`config.mk`:
```
export PLATFORM = sky130hd
export DESIGN_NAME = exec_unit
export DESIGN_NICKNAME = d
export VERILOG_FILES = /design/src/rtl/exec_unit.sv
export SDC_FILE = /design/constraint.sdc
export NUM_CORES = 1
export LEC_CHECK = 0
export ABC_AREA = 1
export BUFFER_PORTS_ARGS = -buffer_cell sky130_fd_sc_hd__buf_2
export CAP_MARGIN = 20
export CORE_MARGIN = 10
export CORE_UTILIZATION = 40
export CTS_CLUSTER_DIAMETER = 50
export DETAILED_ROUTE_END_ITERATION = 16
export HOLD_SLACK_MARGIN = 0.15
export MAX_ROUTING_LAYER = met4
export PLACE_DENSITY = 0.6
export REMOVE_ABC_BUFFERS = 1
export SYNTH_ARGS = -nofsm -noshare
export SYNTH_HDL_FRONTEND = slang
export SYNTH_SLANG_ARGS = --single-unit
```
`constraint.sdc`:
```
create_clock -name clk -period 6.4 [get_ports clk]
set_input_delay 0.64 -clock clk [delete_from_list [all_inputs] [get_ports clk]]
set_output_delay 0.64 -clock clk [all_outputs]
set_load 0.02 [all_outputs]
```
`src/rtl/exec_unit.sv`:
```
// Stack-machine execution unit: single-cycle ALU/branch ops, multi-cycle LOAD/STORE,
// sticky HALT and ERR terminal states with asynchronous active-low reset.
module exec_unit #(
  parameter int DATA_LEN  = 8,
  parameter int ADDR_LEN  = 8,
  parameter int INST_CAP  = 20,
  parameter int STK_DEPTH = 16,
  parameter int PC_W      = $clog2(INST_CAP) + 1,
  parameter int SP_W      = $clog2(STK_DEPTH) + 1
) (
  input  logic                clk,
  input  logic                rstn,
  input  logic                en,
  input  logic                inst_valid,
  output logic                inst_ready,
  input  logic [3:0]          control_bus,
  input  logic [DATA_LEN-1:0] addr_const,
  output logic [ADDR_LEN-1:0] mem_addr,
  output logic                mem_r_en,
  output logic                mem_w_en,
  output logic [DATA_LEN-1:0] mem_data_in,
  input  logic [DATA_LEN-1:0] mem_data_out,
  input  logic                mem_ready,
  output logic [PC_W-1:0]     pc,
  output logic [SP_W-1:0]     sp,
  output logic [DATA_LEN-1:0] tos,
  output logic                halted,
  output logic                error,
  output logic [1:0]          err_code
);

  localparam int AW = $clog2(STK_DEPTH);

  localparam logic [1:0] IDLE = 2'd0, MEM = 2'd1, HALT = 2'd2, ERR = 2'd3;

  localparam logic [3:0] OP_NOP = 4'd0, OP_PUSHC = 4'd1, OP_LOAD = 4'd2, OP_STORE = 4'd3,
                         OP_ADD = 4'd4, OP_SUB = 4'd5, OP_AND = 4'd6, OP_OR = 4'd7,
                         OP_NOT = 4'd8, OP_JMP = 4'd9, OP_JZ = 4'd10, OP_JS = 4'd11,
                         OP_DUP = 4'd12, OP_HALT = 4'd15;

  logic [1:0]          state_q, state_d;
  logic [PC_W-1:0]     pc_q, pc_d;
  logic [SP_W-1:0]     sp_q, sp_d;
  logic                memRen_q, memRen_d, memWen_q, memWen_d;
  logic [ADDR_LEN-1:0] memAddr_q, memAddr_d;
  logic [DATA_LEN-1:0] memData_q, memData_d;
  logic                halted_q, halted_d, error_q, error_d;
  logic [1:0]          errCode_q, errCode_d;

  logic [DATA_LEN-1:0] stack_q [STK_DEPTH];
  logic                stkWe;
  logic [AW-1:0]       stkIdx;
  logic [DATA_LEN-1:0] stkWdata;

  logic [AW-1:0]       spIdx, spM1, spM2;
  logic [DATA_LEN-1:0] nos, aluRes;
  logic [PC_W-1:0]     pcInc, tgt;
  logic                tgtBad, isPush, needOne, needTwo, isJump;
  logic [1:0]          fault;

  assign spIdx = sp_q[AW-1:0];
  assign spM1  = spIdx - 1'b1;
  assign spM2  = spIdx - 2'd2;
  assign tos   = (sp_q == '0) ? '0 : stack_q[spM1];
  assign nos   = stack_q[spM2];

  assign pcInc  = (pc_q == PC_W'(INST_CAP - 1)) ? '0 : pc_q + 1'b1;
  assign tgt    = addr_const[PC_W-1:0];
  assign tgtBad = ({1'b0, addr_const} >= (DATA_LEN+1)'(INST_CAP));

  assign isPush  = (control_bus == OP_PUSHC) || (control_bus == OP_DUP) || (control_bus == OP_LOAD);
  assign needTwo = (control_bus >= OP_ADD) && (control_bus <= OP_OR);
  assign needOne = (control_bus == OP_NOT) || (control_bus == OP_JZ) || (control_bus == OP_JS) ||
                   (control_bus == OP_STORE) || (control_bus == OP_DUP);
  assign isJump  = (control_bus == OP_JMP) || (control_bus == OP_JZ) || (control_bus == OP_JS);

  always_comb begin
    fault = 2'b00;
    if (control_bus == 4'd13 || control_bus == 4'd14 || (isJump && tgtBad)) fault = 2'b11;
    else if (needTwo && sp_q < SP_W'(2))                                     fault = 2'b10;
    else if (needOne && sp_q == '0)                                          fault = 2'b10;
    else if (isPush && sp_q == SP_W'(STK_DEPTH))                             fault = 2'b01;
  end

  always_comb begin
    aluRes = '0;
    case (control_bus)
      OP_ADD:  aluRes = nos + tos;
      OP_SUB:  aluRes = nos - tos;
      OP_AND:  aluRes = nos & tos;
      OP_OR:   aluRes = nos | tos;
      default: aluRes = '0;
    endcase
  end

  always_comb begin
    state_d   = state_q;
    pc_d      = pc_q;
    sp_d      = sp_q;
    memRen_d  = memRen_q;
    memWen_d  = memWen_q;
    memAddr_d = memAddr_q;
    memData_d = memData_q;
    halted_d  = halted_q;
    error_d   = error_q;
    errCode_d = errCode_q;
    stkWe     = 1'b0;
    stkIdx    = '0;
    stkWdata  = '0;
    if (en) begin
      if (state_q == IDLE && inst_valid) begin
        // Faults are resolved before any state change so a faulting instruction leaves no trace.
        if (fault != 2'b00) begin
          error_d   = 1'b1;
          errCode_d = fault;
          state_d   = ERR;
        end else begin
          case (control_bus)
            OP_PUSHC: begin
              stkWe = 1'b1; stkIdx = spIdx; stkWdata = addr_const;
              sp_d = sp_q + 1'b1; pc_d = pcInc;
            end
            OP_ADD, OP_SUB, OP_AND, OP_OR: begin
              stkWe = 1'b1; stkIdx = spM2; stkWdata = aluRes;
              sp_d = sp_q - 1'b1; pc_d = pcInc;
            end
            OP_NOT: begin
              stkWe = 1'b1; stkIdx = spM1; stkWdata = ~tos; pc_d = pcInc;
            end
            OP_DUP: begin
              stkWe = 1'b1; stkIdx = spIdx; stkWdata = tos;
              sp_d = sp_q + 1'b1; pc_d = pcInc;
            end
            OP_JMP: pc_d = tgt;
            OP_JZ: begin
              sp_d = sp_q - 1'b1;
              pc_d = (tos == '0) ? tgt : pcInc;
            end
            OP_JS: begin
              sp_d = sp_q - 1'b1;
              pc_d = tos[DATA_LEN-1] ? tgt : pcInc;
            end
            OP_LOAD: begin
              state_d = MEM; memRen_d = 1'b1; memAddr_d = addr_const[ADDR_LEN-1:0];
            end
            OP_STORE: begin
              state_d = MEM; memWen_d = 1'b1; memAddr_d = addr_const[ADDR_LEN-1:0];
              memData_d = tos;
            end
            OP_HALT: begin
              halted_d = 1'b1; state_d = HALT;
            end
            default: pc_d = pcInc;
          endcase
        end
      end else if (state_q == MEM && mem_ready) begin
        memRen_d = 1'b0;
        memWen_d = 1'b0;
        pc_d     = pcInc;
        state_d  = IDLE;
        if (memRen_q) begin
          stkWe = 1'b1; stkIdx = spIdx; stkWdata = mem_data_out;
          sp_d = sp_q + 1'b1;
        end else begin
          sp_d = sp_q - 1'b1;
        end
      end
    end
  end

  always_ff @(posedge clk or negedge rstn) begin
    if (!rstn) begin
      state_q   <= IDLE;
      pc_q      <= '0;
      sp_q      <= '0;
      memRen_q  <= 1'b0;
      memWen_q  <= 1'b0;
      memAddr_q <= '0;
      memData_q <= '0;
      halted_q  <= 1'b0;
      error_q   <= 1'b0;
      errCode_q <= 2'b00;
    end else begin
      state_q   <= state_d;
      pc_q      <= pc_d;
      sp_q      <= sp_d;
      memRen_q  <= memRen_d;
      memWen_q  <= memWen_d;
      memAddr_q <= memAddr_d;
      memData_q <= memData_d;
      halted_q  <= halted_d;
      error_q   <= error_d;
      errCode_q <= errCode_d;
    end
  end

  // Stack storage needs no reset: tos is masked to zero while the stack is empty.
  always_ff @(posedge clk) begin
    if (stkWe) stack_q[stkIdx] <= stkWdata;
  end

  assign inst_ready  = en && (state_q == IDLE);
  assign mem_addr    = memAddr_q;
  assign mem_r_en    = memRen_q;
  assign mem_w_en    = memWen_q;
  assign mem_data_in = memData_q;
  assign pc          = pc_q;
  assign sp          = sp_q;
  assign halted      = halted_q;
  assign error       = error_q;
  assign err_code    = errCode_q;

endmodule

```
==> metrics.cfg, run 1 <==
[status]
run_status = finished, final reports clean

[critical_path]
worst_r2r_path_depth = 23
critical_path.startpoint = sp[0]
crit_type = register to register
endpoint_kind = register
timing.rr.start = sp[0]
cpPeakStageDelay_ns = 0.70
rr_endpoint = stack_q[10][5]
path_common_cell = nand2_1
crit_required_ns = 6.69
worst_path_max_delay_cell = dfrtp_4
crit_chain = clkinv_2 > ha_1 > buf_4 > nand3_1 > nand3_1 > nand3_1 > nand2_1 > nand2_1 > ha_1 > nor2_1 > xnor2_1 > inv_1 > ha_1 > a21oi_1 > nand2_1 > and2_1 > o21ai_0 > nand2_1 > xnor2_1 > o211ai_1 > nor2_1 > nor2_1 > buf_4
setup.worst_path.end = stack_q[10][5]
cp.depth = 23
startpoint_type = register
cp_top_family = simple AND/OR/NAND/NOR gates
cp_num_buf_inv = 4
arrival_ns = 5.33
critPathMaxFanout = 39
r2r_slack_ns = 1.36

[timing]
setup_slack_ns = 1.36
rsz0062_at_grt = false
tightest_slew_ns = 1.14
fin_worst_skew_ns = 0.0155
drv_slew = 0
relSlewSlack_pct = 23.7
finalSetupViolCount = 0
fin_tns_setup_ns = 0
hold_ws_ns = 0.283
fmaxAchievable_ghz = 0.198
min_period_ns = 5.04
timing.final.crit_share_pct = 78.8
hold_violations = 0

[placement]
place_area_um2 = 10500
gp_congestion = 0.944
io_buffers = 66
hpwl_um = 21500
post-place-ws_ns = 1.02

[final_layout]
fillers = 2418
multi_input_area_um2 = 4400
drive_above_1_share_pct = 12.5
fin_nets = 1313
final_common_cell = nand2_1
mostFrequentLayoutCells = 356 x nand2_1, 192 x nand3_1, 128 x edfxtp_1
area_delta_synth_final_pct = 13.1
fin_area_um2 = 11100
final_util_pct = 45.9
n_antenna_cell = 0
seqCellArea_um2 = 4720

[logic_synthesis]
synth-edff-count = 128
async_flop_share_pct = 21.5
synth-xor-area-share_pct = 1.92
synth_compound_area_share_pct = 11.4
yosysUniqueCellTypes = 46
synth_mux_area_share_pct = 0.102
synth_cells = 1214
syn-cell-area_um2 = 9830
synth_top_family_by_area = simple AND/OR/NAND/NOR gates
ys_warn_count = 0
synthSimpleGateAreaFrac_pct = 28.9
syn_area_per_cell_um2 = 8.10
ys.flop_type = edfxtp_1
synth-seq-cells = 163
ys_seq_area_share_pct = 48.0
synthAdderAreaFrac_pct = 2.37

[clock_network]
cts_tree = yes
cts_buffer_depth = 2
insertion_delay_ns = 0.45
cts_resized = 0
cts_max_level = 4
post-cts-setup-buffers = 0
clk_pin_slew_ns = 0.08
clock-sinks = 163
root_buffer = clkbuf_16
numCtsBuffers = 17
cts_hold_buf = 0

[floorplan]
ios = 67
initial_core_util_pct = 40.5
die_x_um = 177
core_um2 = 24200
rows = 57
die_h_um = 177
die_area_um2 = 31200

[drt]
routed_wl_um = 30800
vias = 8855
antenna_left = 0
remaining_drc_errors = 0
drtPass1Iterations = 5
viasPerCell = 5.51
wire_per_inst_um = 19.2
drt-initial-drc-count = 974

[min_path]
hold_class = input port to async pin

[pwr]
leakagePower_nw = 4.67
ir_drop_mv = 0.141
power.density_nw_per_um2 = 202

[global_route]
overflow = 0
grt_pass1_wl_um = 48300
first_global_vias = 8716
grt_max_degree = 76
track_usage_pct = 20.5
antenna_found_initial = 0

[run]
cap_violations = 0

Yosys cell counts (all sizes together), types with 15 or more instances:
| cell | instances | area [um^2] |
|---|---|---|
| nand3 | 198 | 1040 |
| inv | 100 | 375 |
| a21oi | 70 | 350 |
| nor2 | 78 | 332 |
| o211ai | 16 | 120 |
| nand2 | 361 | 1370 |
| a22oi | 17 | 128 |
| dfrtp | 35 | 876 |
| xor2 | 15 | 146 |
| edfxtp | 128 | 3840 |
| buf | 46 | 278 |
| ha | 17 | 213 |
| o21ai | 76 | 380 |
cells by family after synthesis:
family	after synthesis
AOI/OAI and AO/OA	197
xor gates and xnor gates	19
adders and majority gates	18
buffers and inverters	162
DFF	163
muxes	1
and+or+nand+nor	654
metal layers:
layer | up-vias | GRT usage [%] | part of all wire (%)
li1 | 4257 | - | -
met1 | 4132 | 24.3 | 41
met2 | 382 | 32.7 | 47
met3 | 84 | 4.65 | 7.8
met4 | 0 | 9.11 | 3.7
met5 | - | - | 0
where the power goes:
group	total (mW)	internal, mW	switching [mW]
clock network	1.07	0.538	0.532
registers	1.13	1.13	0
logic	0.0535	0.0160	0.0376
area by class of cell:
| cell class | count | area share [%] |
|---|---|---|
| Clock buffer | 17 | 3.83 |
| Clock inverter | 15 | 1.80 |
| Inverter | 103 | 3.49 |
| Multi-Input combinational cell | 889 | 39.6 |
| Sequential cell | 163 | 42.5 |
| Tap cell | 324 | 3.65 |
| Timing Repair Buffer | 96 | 5.20 |
through the flow:
stage               std cells  power, mW
detailed placement       1571       1.20
global route             1607       2.32
global placement         1568       1.20
finish                   1607       2.25
floorplan                1155       1.18
CTS                      1603       2.26
worst min path at each step:
| stage | endpoint | cells after the start |
|---|---|---|
| floorplan | err_code[0] | 0 |
| global placement | halted | 1 |
| detailed placement | halted | 1 |
| CTS | pc[4] | 1 |
| global route | pc[3] | 1 |
| finish | pc[4] | 1 |
registers in the layout, summed over array words and instances, names as in the netlist, 2 cells and up:
register     cells
err_code         2
mem_addr         8
state_q          2
pc               6
stack_q        128
sp               5
mem_data_in      8
Note: power is estimated with default switching activity, not from simulation.
==> run 2, diff against run 1 <==
Clock period 6.4 ns to 4.8 ns, I/O delays scaled along.
==> run 2 against run 1 <==
Net effect:
- count of clock-buffer cells in the layout is the same
- clock power grew 33%
- flip-flop and latch count is the same
- maximum frequency grew 15%
- non-clock buffer count grew 25
- critical endpoint is now stack_q[15][7]
- die area is the same
- utilization grew 0.89 points
- first-iteration DRC count grew 2.3%
- sequential share of layout area shrank 0.81 points
- power grew 33%
==> metrics.cfg, run 2 (same netlist as run 1, synthesis figures left out) <==
[final_layout]
fin_area_um2 = 11300  ; +1.9%
largest_reg_flops = 128  ; unchanged
final_util_pct = 46.7  ; +0.89 points
area_delta_synth_final_pct = 15.3
final_common_cell = nand2_1
regMostFlops = stack_q
fillers = 2425  ; +0.29%
multi_input_area_um2 = 4410  ; +0.31%
fin_nets = 1338  ; +1.9%
n_antenna_cell = 0  ; unchanged
mostFrequentLayoutCells = 356 x nand2_1, 191 x nand3_1, 128 x edfxtp_1
drive_above_1_share_pct = 14.4  ; +2.0 points
seqCellArea_um2 = 4720  ; unchanged

[floorplan]
core_um2 = 24200  ; unchanged
die_x_um = 177  ; unchanged
die_area_um2 = 31200  ; unchanged
ios = 67  ; unchanged
die_h_um = 177  ; unchanged
initial_core_util_pct = 40.5  ; unchanged
rows = 57  ; unchanged

[critical_path]
endpoint_kind = register
crit_required_ns = 5.09  ; -1.60 ns
cp_top_family = simple AND/OR/NAND/NOR gates
startpoint_type = register
timing.rr.start = sp[1]
rr_endpoint = stack_q[15][7]
worst_r2r_path_depth = 24  ; +4.3%
critPathMaxFanout = 18  ; -54%
arrival_ns = 4.68  ; -0.65 ns
cpPeakStageDelay_ns = 0.45  ; -0.25 ns
path_common_cell = nand3_1
cp_num_buf_inv = 6  ; +2
worst_path_max_delay_cell = ha_2
crit_chain = clkinv_1 > ha_2 > buf_12 > buf_6 > nand3_1 > nand3_1 > nand3_1 > nand3_2 > nand2_2 > nor2_8 > a21oi_1 > xor2_1 > inv_1 > ha_1 > a21oi_1 > o21ai_0 > a31oi_1 > inv_1 > nand3_1 > nand2_1 > nand2_1 > nand3_1 > a21oi_2 > buf_6
r2r_slack_ns = 0.40  ; -0.95 ns
crit_type = register to register

[timing]
hold_violations = 0  ; unchanged
timing.final.crit_share_pct = 91.6  ; +13 points
fmaxAchievable_ghz = 0.227  ; +15%
relSlewSlack_pct = 27.2  ; +3.5 points
min_period_ns = 4.40  ; -0.647 ns
fin_worst_skew_ns = 0.0137  ; -0.00177 ns
tightest_slew_ns = 1.09  ; -0.0524 ns
finalSetupViolCount = 0  ; unchanged
setup_slack_ns = 0.403  ; -0.953 ns
hold_ws_ns = 0.122  ; -0.161 ns
drv_slew = 0  ; unchanged

[global_route]
antenna_found_initial = 0  ; unchanged
grt_pass1_wl_um = 48300  ; about the same
track_usage_pct = 20.3  ; -0.18 points
grt_max_degree = 67  ; -12%
first_global_vias = 8560  ; -1.8%
overflow = 0  ; unchanged

[clock_network]
numCtsBuffers = 17  ; unchanged
insertion_delay_ns = 0.45  ; about the same
cts_buffer_depth = 2  ; unchanged
cts_resized = 0  ; unchanged
cts_tree = yes
cts_max_level = 4  ; unchanged
post-cts-setup-buffers = 0  ; unchanged
root_buffer = clkbuf_16
cts_hold_buf = 0  ; unchanged
clk_pin_slew_ns = 0.08  ; about the same
clock-sinks = 163  ; unchanged

[drt]
drt-initial-drc-count = 996  ; +2.3%
antenna_left = 0  ; unchanged
wire_per_inst_um = 18.8  ; -2.1%
drtPass1Iterations = 5  ; unchanged
viasPerCell = 5.48  ; -0.49%
routed_wl_um = 30600  ; -0.57%
vias = 8949  ; +1.1%
remaining_drc_errors = 0  ; unchanged

[pwr]
power_mw = 3.00  ; +33%
ir_drop_mv = 0.218  ; +54%
power.density_nw_per_um2 = 264  ; +31%
leakagePower_nw = 4.81  ; +2.9%

[run]
cap_violations = 0  ; unchanged

[placement]
io_buffers = 66  ; unchanged
place_area_um2 = 10700  ; +2.3%
post-place-ws_ns = 0.159  ; -0.863 ns
gp_congestion = 0.966  ; +2.3%
hpwl_um = 21800  ; +1.5%

[status]
run_status = finished, final reports clean

[min_path]
hold_class = input port to async pin

-- run 2: changes by cell type in the layout (fill, tap and decap cells not counted), sizes merged --
cell | before | now
clkinvlp | 1 | 3
inv | 106 | 107
buf | 96 | 121
bufinv | 0 | 1
clkinv | 11 | 7
-- run 2: routing by layer --
layer	GRT usage (%)	share of wire (%)
met5	-	0
met4	6.76	2.2
met3	2.67	5.3
met2	31.7	47
met1	26.7	45
-- run 2: how the worst max path moves through the flow --
stage	to	depth (start not counted)	slack [ns]	start
6_report	stack_q[15][7]	24	0.40	sp[1]
5_1_grt	stack_q[12][7]	25	-0.004	sp[1]
4_1_cts	stack_q[4][5]	22	0.12	sp[0]
3_5_place_dp	stack_q[8][5]	22	0.16	sp[0]
3_3_place_gp	stack_q[15][7]	24	0.33	sp[0]
2_1_floorplan	stack_q[0][7]	23	-3.62	sp[0]
-- run 2: report_power, final --
group          switching, mW  internal, mW
combinational         0.0505        0.0232
sequential                 0          1.50
clock                  0.670         0.751
total                  0.720          2.28
-- run 2: worst reg2reg max path, cell delays in order, from the launching register on --
cell and delay (ns):
dfrtp_1 0.35, clkinv_1 0.18, ha_2 0.45, buf_12 0.17, buf_6 0.24, nand3_1 0.12, nand3_1 0.10, nand3_1 0.16
nand3_2 0.19, nand2_2 0.13, nor2_8 0.18, a21oi_1 0.10, xor2_1 0.17, inv_1 0.06, ha_1 0.32, a21oi_1 0.14
o21ai_0 0.10, a31oi_1 0.27, inv_1 0.07, nand3_1 0.08, nand2_1 0.08, nand2_1 0.07, nand3_1 0.11, a21oi_2 0.21
buf_6 0.19
-- run 2: final cells by class --
| class | count | share of cell area (%) |
|---|---|---|
| Clock buffer | 17 | 3.75 |
| Tap cell | 324 | 3.58 |
| Timing Repair Buffer | 121 | 6.99 |
| Sequential cell | 163 | 41.7 |
| Multi-Input combinational cell | 889 | 38.9 |
| Inverter | 103 | 3.44 |
| Clock inverter | 15 | 1.64 |
-- run 2: through the flow --
step / setup TNS (ns) / std cells
3_3_place_gp: 0 / 1599
6_report: 0 / 1632
4_1_cts: 0 / 1631
3_5_place_dp: 0 / 1599
2_1_floorplan: -647.10 / 1155
5_1_grt: -0.0163 / 1632
==> run 3, diff against run 2 <==
Settings changed: PLACE_DENSITY 0.6 to not set, PLACE_DENSITY_LB_ADDON set to 0.1, TNS_END_PERCENT set to 20.
==> run 3 against run 2 <==
Net effect:
- critical path depth up 1
- die area unchanged
- wire length grew 2.1%
- flip-flop and latch count unchanged
- maximum frequency increased by 0.62%
- clock power is essentially flat
- sequential share of layout area grew 0.61 points
- sequential power hardly changed
- hold slack gained 0.022 ns
- final cell count is 0.86% lower
- utilization fell by 0.68 points
- critical endpoint is now stack_q[0][7]
- largest cell class unchanged
- largest power group unchanged
- highest routed layer unchanged
==> metrics.cfg, run 3 (same netlist as run 1, synthesis figures left out) <==
[clock_network]
cts_hold_buf = 0  ; unchanged
cts_max_level = 4  ; unchanged
cts_resized = 0  ; unchanged
numCtsBuffers = 17  ; unchanged
clock-sinks = 163  ; unchanged
insertion_delay_ns = 0.43  ; -0.02 ns
post-cts-setup-buffers = 0  ; unchanged
clk_pin_slew_ns = 0.07  ; about the same
cts_tree = yes
root_buffer = clkbuf_16
cts_buffer_depth = 2  ; unchanged

[critical_path]
worst_path_max_delay_cell = dfrtp_1
worst_r2r_path_depth = 25  ; +4.2%
endpoint_kind = register
path_common_cell = nand3_1
cpPeakStageDelay_ns = 0.35  ; -0.10 ns
timing.rr.start = sp[1]
crit_type = register to register
crit_required_ns = 5.06  ; -0.03 ns
r2r_slack_ns = 0.43  ; +0.03 ns
rr_endpoint = stack_q[0][7]
arrival_ns = 4.63  ; -0.05 ns
critPathMaxFanout = 16  ; -2
startpoint_type = register

[run]
cap_violations = 0  ; unchanged

[final_layout]
final_util_pct = 46.1  ; -0.68 points
final_common_cell = nand2_1
fin_nets = 1324  ; -1.0%
largest_reg_flops = 128  ; unchanged
area_delta_synth_final_pct = 13.6
drive_above_1_share_pct = 13.1  ; -1.3 points
fillers = 2442  ; +0.70%
n_antenna_cell = 0  ; unchanged
instances_no_fill = 1618  ; -0.86%
regMostFlops = stack_q
mostFrequentLayoutCells = 356 x nand2_1, 192 x nand3_1, 128 x edfxtp_1
fin_area_um2 = 11200  ; -1.4%

[timing]
rsz0062_at_grt = false
setup_slack_ns = 0.430  ; +0.0273 ns
fin_tns_setup_ns = 0  ; unchanged
tightest_slew_ns = 1.11  ; +0.0190 ns
hold_violations = 0  ; unchanged
relSlewSlack_pct = 26.0  ; -1.3 points
finalSetupViolCount = 0  ; unchanged
fmaxAchievable_ghz = 0.229  ; +0.62%
hold_ws_ns = 0.144  ; +0.0220 ns
drv_slew = 0  ; unchanged
min_period_ns = 4.37  ; -0.0273 ns
fin_worst_skew_ns = 0.0134  ; -0.000320 ns
timing.final.crit_share_pct = 91.0  ; -0.57 points

[floorplan]
ios = 67  ; unchanged
die_x_um = 177  ; unchanged
core_um2 = 24200  ; unchanged
initial_core_util_pct = 40.5  ; unchanged
die_area_um2 = 31200  ; unchanged
die_h_um = 177  ; unchanged
rows = 57  ; unchanged

[pwr]
seq_power_share_pct = 49.9  ; -0.3 points
p_sw_mw = 0.696  ; -3.4%
power_mw = 3.02  ; +0.62%
power.density_nw_per_um2 = 270  ; +2.1%
p_clk_share_pct = 47.7  ; +0.3 points
leakagePower_nw = 4.72  ; -1.8%
swShare_pct = 23.1  ; -0.96 points
ir_drop_mv = 0.165  ; -24%
internal_power_mw = 2.32  ; +1.9%
p_comb_share_pct = 2.4  ; about the same

[min_path]
hold_class = input port to async pin

[placement]
io_buffers = 66  ; unchanged
dp.cells = 1585  ; -0.88%
gp_congestion = 0.898  ; -7.0%
post-place-ws_ns = 0.495  ; +0.336 ns
place_area_um2 = 10500  ; -1.3%
hpwl_um = 22400  ; +2.8%

[drt]
antenna_left = 0  ; unchanged
vias = 8811  ; -1.5%
routed_wl_um = 31300  ; +2.1%
remaining_drc_errors = 0  ; unchanged
drt-initial-drc-count = 729  ; -27%
viasPerCell = 5.45  ; -0.69%
wire_per_inst_um = 19.3  ; +3.0%
drtPass1Iterations = 5  ; unchanged

[global_route]
grt_max_degree = 59  ; -12%
first_global_vias = 8525  ; -0.41%
antenna_found_initial = 0  ; unchanged
track_usage_pct = 20.8  ; +0.49 points
overflow = 0  ; unchanged
grt_pass1_wl_um = 49100  ; +1.5%

[status]
run_status = finished, final reports clean

-- run 3: cell count changes in the layout (fill, tap and decap cells not counted), sizes merged --
cell / previous run / this run
bufinv: 1 / 2
buf: 121 / 107
clkbuf: 17 / 18
clkinvlp: 3 / 2
clkinv: 7 / 6
-- run 3: cell type report --
| class | instances | area [um^2] | share of cell area [%] |
|---|---|---|---|
| repair buffers | 107 | 642 | 5.75 |
| clock buffers | 18 | 429 | 3.84 |
| flip-flops and latches | 163 | 4720 | 42.3 |
| clock inverters | 14 | 185 | 1.66 |
| multi-input cells | 889 | 4400 | 39.4 |
| well taps | 324 | 405 | 3.63 |
| inverters | 103 | 388 | 3.47 |
-- run 3: worst max-delay path by stage --
stage	start	endpoint	slack (ns)	depth (start not counted)
floorplan	sp[0]	stack_q[0][7]	-3.62	23
global placement	sp[1]	stack_q[10][3]	0.51	19
detailed placement	sp[1]	stack_q[11][7]	0.50	26
CTS	sp[1]	stack_q[12][7]	0.46	25
global route	sp[1]	stack_q[12][7]	0.08	23
finish	sp[1]	stack_q[0][7]	0.43	25
-- run 3: layer usage --
metal | share of wire [%] | global-route usage (%)
met5 | 0 | -
met4 | 1.6 | 5.15
met3 | 6.8 | 3.31
met2 | 47 | 33.0
met1 | 45 | 27.2
-- run 3: power by group through the flow --
stage / logic, mW / clock network, mW / registers [mW]
finish: 0.0728 / 1.44 / 1.50
global route: 0.0808 / 1.54 / 1.50
CTS: 0.0723 / 1.46 / 1.50
detailed placement: 0.0719 / 0 / 1.53
global placement: 0.0723 / 0 / 1.53
floorplan: 0.0368 / 0 / 1.53
-- run 3: worst max-delay path, delay by kind of cell, from the launching register on --
family	cells	cell delay [ns]
and+or+nand+nor	11	1.24
buffers and inverters	6	1.04
AOI/OAI and AO/OA	5	0.77
adders and majority gates	2	0.59
xor gates and xnor gates	1	0.17
DFF	1	0.35
